==> src/rtl/ysyx_23060020_lsu.sv <==
// rtl/ysyx_23060020_lsu.sv - load/store unit: EXU op in, word-aligned data-memory request out, extended result to WBU
module ysyx_23060020_lsu #(
  parameter int RESP_TIMEOUT = 255
) (
  input  logic        clk,
  input  logic        rst,
  input  logic        in_valid,
  output logic        in_ready,
  input  logic        in_wen,
  input  logic [2:0]  in_funct3,
  input  logic [31:0] in_addr,
  input  logic [31:0] in_wdata,
  output logic        mem_req_valid,
  input  logic        mem_req_ready,
  output logic        mem_req_wen,
  output logic [31:0] mem_req_addr,
  output logic [31:0] mem_req_wdata,
  output logic [3:0]  mem_req_wmask,
  input  logic        mem_resp_valid,
  input  logic [31:0] mem_resp_rdata,
  output logic        out_valid,
  input  logic        out_ready,
  output logic [31:0] out_rdata,
  output logic        out_err
);
  localparam int TW = (RESP_TIMEOUT > 0) ? $clog2(RESP_TIMEOUT + 1) : 1;
  localparam logic [TW-1:0] T_LAST = TW'((RESP_TIMEOUT > 0) ? RESP_TIMEOUT - 1 : 0);

  typedef enum logic [1:0] {S_IDLE, S_REQ, S_RESP, S_DONE} state_e;

  state_e          state_q, state_d;
  logic            wen_q, wen_d;
  logic [2:0]      funct3_q, funct3_d;
  logic [31:0]     addr_q, addr_d;
  logic [31:0]     wdata_q, wdata_d;
  logic [31:0]     rdata_q, rdata_d;
  logic            err_q, err_d;
  logic [TW-1:0]   timer_q, timer_d;

  logic            in_illegal, in_misaligned;
  logic [31:0]     lane, lane_ext, rep_wdata;
  logic [3:0]      byte_mask;
  logic            in_req, in_done;

  always_ff @(posedge clk) begin
    if (rst) begin
      state_q  <= S_IDLE;
      wen_q    <= 1'b0;
      funct3_q <= 3'd0;
      addr_q   <= 32'd0;
      wdata_q  <= 32'd0;
      rdata_q  <= 32'd0;
      err_q    <= 1'b0;
      timer_q  <= '0;
    end else begin
      state_q  <= state_d;
      wen_q    <= wen_d;
      funct3_q <= funct3_d;
      addr_q   <= addr_d;
      wdata_q  <= wdata_d;
      rdata_q  <= rdata_d;
      err_q    <= err_d;
      timer_q  <= timer_d;
    end
  end

  // Op legality is judged on the incoming fields so a bad op never reaches REQ.
  always_comb begin
    in_illegal = in_wen ? (in_funct3 > 3'd2)
                        : (in_funct3 == 3'd3 || in_funct3 == 3'd6 || in_funct3 == 3'd7);
    in_misaligned = ((in_funct3[1:0] == 2'd1) && in_addr[0]) ||
                    ((in_funct3 == 3'd2) && (in_addr[1:0] != 2'd0));
  end

  always_comb begin
    lane = mem_resp_rdata >> {addr_q[1:0], 3'b000};
    case (funct3_q)
      3'd0:    lane_ext = {{24{lane[7]}}, lane[7:0]};
      3'd4:    lane_ext = {24'd0, lane[7:0]};
      3'd1:    lane_ext = {{16{lane[15]}}, lane[15:0]};
      3'd5:    lane_ext = {16'd0, lane[15:0]};
      default: lane_ext = lane;
    endcase
    case (funct3_q[1:0])
      2'd0: begin
        byte_mask = 4'b0001 << addr_q[1:0];
        rep_wdata = {4{wdata_q[7:0]}};
      end
      2'd1: begin
        byte_mask = 4'b0011 << addr_q[1:0];
        rep_wdata = {2{wdata_q[15:0]}};
      end
      default: begin
        byte_mask = 4'hF;
        rep_wdata = wdata_q;
      end
    endcase
  end

  always_comb begin
    state_d  = state_q;
    wen_d    = wen_q;
    funct3_d = funct3_q;
    addr_d   = addr_q;
    wdata_d  = wdata_q;
    rdata_d  = rdata_q;
    err_d    = err_q;
    timer_d  = timer_q;
    case (state_q)
      S_IDLE: begin
        if (in_valid) begin
          wen_d    = in_wen;
          funct3_d = in_funct3;
          addr_d   = in_addr;
          wdata_d  = in_wdata;
          rdata_d  = 32'd0;
          err_d    = in_illegal || in_misaligned;
          state_d  = (in_illegal || in_misaligned) ? S_DONE : S_REQ;
        end
      end
      S_REQ: begin
        if (mem_req_ready) begin
          state_d = S_RESP;
          timer_d = '0;
        end
      end
      S_RESP: begin
        if (mem_resp_valid) begin
          rdata_d = wen_q ? 32'd0 : lane_ext;
          err_d   = 1'b0;
          state_d = S_DONE;
        end else if (RESP_TIMEOUT != 0 && timer_q == T_LAST) begin
          rdata_d = 32'd0;
          err_d   = 1'b1;
          state_d = S_DONE;
        end else if (timer_q != '1) begin
          timer_d = timer_q + 1'b1;
        end
      end
      S_DONE: begin
        if (out_ready) state_d = S_IDLE;
      end
      default: state_d = S_IDLE;
    endcase
  end

  always_comb begin
    in_req        = (state_q == S_REQ);
    in_done       = (state_q == S_DONE);
    in_ready      = (state_q == S_IDLE) && !rst;
    mem_req_valid = in_req;
    mem_req_wen   = in_req && wen_q;
    mem_req_addr  = in_req ? {addr_q[31:2], 2'b00} : 32'd0;
    mem_req_wdata = (in_req && wen_q) ? rep_wdata : 32'd0;
    mem_req_wmask = (in_req && wen_q) ? byte_mask : 4'd0;
    out_valid     = in_done;
    out_rdata     = in_done ? rdata_q : 32'd0;
    out_err       = in_done && err_q;
  end
endmodule
==> config.mk <==
export PLATFORM = sky130hd
export DESIGN_NAME = ysyx_23060020_lsu
export DESIGN_NICKNAME = d
export VERILOG_FILES = /design/src/rtl/ysyx_23060020_lsu.sv
export SDC_FILE = /design/constraint.sdc
export NUM_CORES = 1
export LEC_CHECK = 0
export BUFFER_PORTS_ARGS = -buffer_cell sky130_fd_sc_hd__buf_2
export CAP_MARGIN = 20
export CELL_PAD_IN_SITES_DETAIL_PLACEMENT = 0
export CELL_PAD_IN_SITES_GLOBAL_PLACEMENT = 1
export CORE_MARGIN = 2
export CORE_UTILIZATION = 25
export CTS_BUF_LIST = sky130_fd_sc_hd__clkbuf_4
export DETAILED_ROUTE_END_ITERATION = 6
export GPL_ROUTABILITY_DRIVEN = 0
export PLACE_DENSITY = 0.67
export SLEW_MARGIN = 10
export SYNTH_ARGS = -nofsm -noshare
export SYNTH_HDL_FRONTEND = slang
export SYNTH_SLANG_ARGS = --single-unit
==> constraint.sdc <==
create_clock -name clk -period 2.2 [get_ports clk]
set_input_delay 0.22 -clock clk [delete_from_list [all_inputs] [get_ports clk]]
set_output_delay 0.22 -clock clk [all_outputs]
set_load 0.01 [all_outputs]
==> metrics.txt <==
# TYPE chip_impl_metric gauge
chip_impl_metric{name="grt.overflow.total",unit=""} 0
chip_impl_metric{name="floorplan.die_area",unit="mm2"} 0.0244
chip_impl_metric{name="finalWorstPathRequiredPeriod",unit="ps"} 2070
chip_impl_metric{name="dpl.hpwl",unit="mm"} 13.9
chip_impl_metric{name="finalSetupViolations",unit=""} 0
chip_impl_metric{name="post_drt_wl_per_cell",unit="um"} 15.4
chip_impl_metric{name="syn-mean-instance-area",unit="um2"} 7.96
chip_impl_metric{name="finalHoldViolations",unit=""} 0
chip_impl_info{name="cp-start-kind",value="register"} 1
chip_impl_metric{name="ctsLongestPathBuffers",unit=""} 2
chip_impl_metric{name="cp.required",unit="ps"} 1980
chip_impl_info{name="cts.root.buffer_cell",value="clkbuf_4"} 1
chip_impl_metric{name="syn-instance-count",unit=""} 729
chip_impl_metric{name="synth_adder_area_share",unit=""} 0.0151
chip_impl_metric{name="total_negative_slack_for_setup_checks",unit="ps"} 0
chip_impl_metric{name="critPathArrivalTime",unit="ps"} 1850
chip_impl_metric{name="numCtsBuffers",unit=""} 9
chip_impl_info{name="outcome",value="finished clean"} 1
chip_impl_info{name="setup_repair_after_global_routing_missed_its_margin",value="no"} 1
chip_impl_metric{name="detail_route.vias_per_cell",unit=""} 4.65
chip_impl_metric{name="wirelength",unit="mm"} 19.9
chip_impl_info{name="final_cell_mix",value="208 x buf_2, 170 x nand2_1, 108 x dfxtp_1"} 1
chip_impl_metric{name="number_of_enable_type_register_cells_in_the_synthesized_netlist",unit=""} 0
chip_impl_metric{name="grt_start_max_net_pins",unit=""} 88
chip_impl_metric{name="yosys.area_share.simple",unit=""} 0.273
chip_impl_info{name="synthFlopType",value="dfxtp_1"} 1
chip_impl_info{name="synth_top_family_by_area",value="simple AND/OR/NAND/NOR gates"} 1
chip_impl_metric{name="yosys-mux-area-fraction",unit=""} 0.0958
chip_impl_metric{name="antenna_violations_before_repair",unit=""} 1
chip_impl_metric{name="slew-limit-headroom",unit=""} 0.433
chip_impl_metric{name="synth_seq_area_share",unit=""} 0.383
chip_impl_metric{name="static-leakage-power",unit="uW"} 0.00356
chip_impl_metric{name="register_bit_count_reported_by_yosys",unit=""} 111
chip_impl_metric{name="post_route_cells_drive_above_1_share",unit=""} 0.286
chip_impl_metric{name="detail_route.drc_violations",unit=""} 0
chip_impl_metric{name="io_port_bufs",unit=""} 208
chip_impl_metric{name="synth_largest_type_area_fraction",unit=""} 0.383
chip_impl_metric{name="floorplan.initialDensity",unit=""} 0.255
chip_impl_metric{name="postLayoutSetupSlackWorst",unit="ps"} 128
chip_impl_metric{name="async_flop_share",unit=""} 0
chip_impl_info{name="critical_path.slowest_cell",value="dfxtp_4"} 1
chip_impl_metric{name="ys_warn_count",unit=""} 0
chip_impl_info{name="yosysTopAreaCell",value="dfxtp_1"} 1
chip_impl_metric{name="final_core_area_utilization",unit=""} 0.358
chip_impl_metric{name="timing.critical_path.buf_inv",unit=""} 4
chip_impl_metric{name="row_count",unit=""} 55
chip_impl_metric{name="ctsHtreeMaxLevel",unit=""} 3
chip_impl_metric{name="timing.final.max_slew_violations",unit=""} 0
chip_impl_metric{name="clkLatencyLatePin",unit="ps"} 510
chip_impl_metric{name="detailedRoute.firstPassIterationCount",unit=""} 4
chip_impl_metric{name="fmaxAchievable",unit="MHz"} 483
chip_impl_metric{name="first_global_vias",unit=""} 6013
chip_impl_metric{name="final_net_count",unit=""} 1109
chip_impl_metric{name="p_per_area",unit="mW/mm2"} 752
chip_impl_metric{name="io_count",unit=""} 211
chip_impl_metric{name="peakVddDrop",unit="mV"} 0.317
chip_impl_info{name="path_cells",value="inv_2, ha_4, buf_12, nand2_1, buf_4, nor2_1, buf_2"} 1
chip_impl_info{name="worst_path_dominant_cell_family",value="buffers and inverters"} 1
chip_impl_info{name="min-delay-path-class",value="in -> reg"} 1
chip_impl_metric{name="grt_first_pass_wirelength",unit="mm"} 31.6
chip_impl_metric{name="floorplan.core_area",unit="mm2"} 0.0227
chip_impl_metric{name="synth_compound_gate_area_share",unit=""} 0.180
chip_impl_metric{name="grtUsageTotal",unit=""} 0.162
chip_impl_metric{name="detailedRoute.firstIterationViolations",unit=""} 301
chip_impl_metric{name="finClkSkew",unit="ps"} 15.5
chip_impl_metric{name="via_count",unit=""} 5987
chip_impl_metric{name="synth.distinct_cells",unit=""} 58
chip_impl_metric{name="worst_setup_hold_path_clk_slew",unit="ps"} 180
chip_impl_metric{name="detail-route-antenna-nets",unit=""} 0
chip_impl_metric{name="syn_to_final_growth",unit="%"} 40.4
chip_impl_metric{name="synth-xor-area-share",unit=""} 0.00151
chip_impl_metric{name="die_height",unit="um"} 156
chip_impl_info{name="layout.cells.most_common",value="buf_2"} 1
chip_impl_metric{name="max_stage_delay",unit="ps"} 380
chip_impl_metric{name="clock_sinks",unit=""} 111
chip_impl_info{name="crit_type",value="reg -> out"} 1
chip_impl_metric{name="syn-cell-area",unit="mm2"} 0.00580
chip_impl_metric{name="layout_worst_path_cycle_share",unit=""} 0.942
chip_impl_info{name="synth.top_cells.by_area",value="dfxtp_1 38%, nand2_1 11%, a21oi_1 7.8%, mux2i_1 7.2%, and2_1 6.9%"} 1
chip_impl_info{name="worst_setup_ep_type",value="primary output"} 1
chip_impl_metric{name="crit_path_max_fanout",unit=""} 19
chip_impl_metric{name="post_layout_total_power",unit="uW"} 6120
chip_impl_metric{name="place_worst_setup_slack",unit="ps"} 129
chip_impl_info{name="tritoncts",value="built"} 1
chip_impl_metric{name="die_width",unit="um"} 156
chip_impl_metric{name="max_slew.worst_pin.slew",unit="ps"} 844
chip_impl_metric{name="max-cap-violations",unit=""} 0
tightest hold or removal path, delay by kind of cell:
family / cells / cell delay, ps
AO/OA/AOI/OAI: 2 / 200
buffers and inverters: 1 / 110
cells by family after synthesis:
| logic type | after synthesis |
|---|---|
| AO/OA/AOI/OAI | 158 |
| XOR/XNOR | 1 |
| adder cells (fa/ha/maj) | 7 |
| buffers and inverters | 65 |
| flip-flops | 111 |
| multiplexers | 53 |
| other | 1 |
| AND/OR/NAND/NOR | 333 |
registers in the layout, indices dropped and copies added (netlist names):
name / flops
addr_q: 32
rdata_q: 32
wdata_q: 32
timer_q: 8
funct3_q: 3
state_q: 2
err_q: 1
wen_q: 1
cell usage after synthesis (3+ instances only):
cell and n:
nand2b_1 13, a221oi_1 10, a21oi_1 90, buf_4 5
a221o_1 8, o31a_1 3, buf_6 3, nor2_1 49
or3_1 3, and2_1 64, mux2_2 10, a211o_1 9
ha_1 7, buf_1 8, mux2i_1 42, and3_1 9
dfxtp_1 111, o211ai_1 8, inv_1 11, clkbuf_1 31
nand3_1 3, o21ai_0 5, buf_2 7, o31ai_1 3
o2bb2ai_1 8, nand2_1 171
final cells by class:
class                   instances  area, um2
inverters                      11       41.3
repair buffers                309       2040
diodes                          1       2.50
clock buffers                  10       75.1
flip-flops and latches        111       2230
fillers                      2465      14600
clock inverters                 6       62.6
multi-input cells             554       3330
well taps                     285        357
routing by layer:
| metal | vias up | wire length [um] | track usage |
|---|---|---|---|
| met2 | 181 | 9310 | 0.277 |
| met3 | 14 | 1100 | 0.0352 |
| li1 | 3020 | - | - |
| met4 | 0 | 221 | 0.0393 |
| met1 | 2772 | 9230 | 0.208 |
| met5 | - | 0 | 0 |
power by group:
part | switching (uW) | total (uW) | internal [uW]
clock | 802 | 1080 | 278
sequential | 210 | 2520 | 2310
combinational | 1500 | 2520 | 1020
what timing repair did:
item | 4_1_cts | 5_1_grt
hold buffers | 76 | 0
buffers inserted | 0 | 2
setup endpoints to repair | 29 | 42
resized for setup | 10 | 9
endpoints found under the hold margin | 76 | 0
worst paths after layout:
| check | start | to | slack [ps] | cells after the start |
|---|---|---|---|---|
| worst max register to register | state_q[0] | rdata_q[24] | 210 | 7 |
| worst max-delay path | state_q[1] | mem_req_wdata[20] | 130 | 7 |
| worst min register to register | addr_q[17] | addr_q[17] | 460 | 2 |
| worst min-delay path | mem_resp_rdata[17] | rdata_q[9] | 50 | 3 |
per-stage QoR:
stage,hold WS [ps],area [um2],instances
after CTS,14.6,8090,1284
after global placement,438,7160,1192
after global routing,17.9,8140,1287
final,52.2,8140,1287
after floorplan,356,5800,730
after detailed placement,443,7160,1192
No activity file was read; power rests on OpenSTA's default activity.
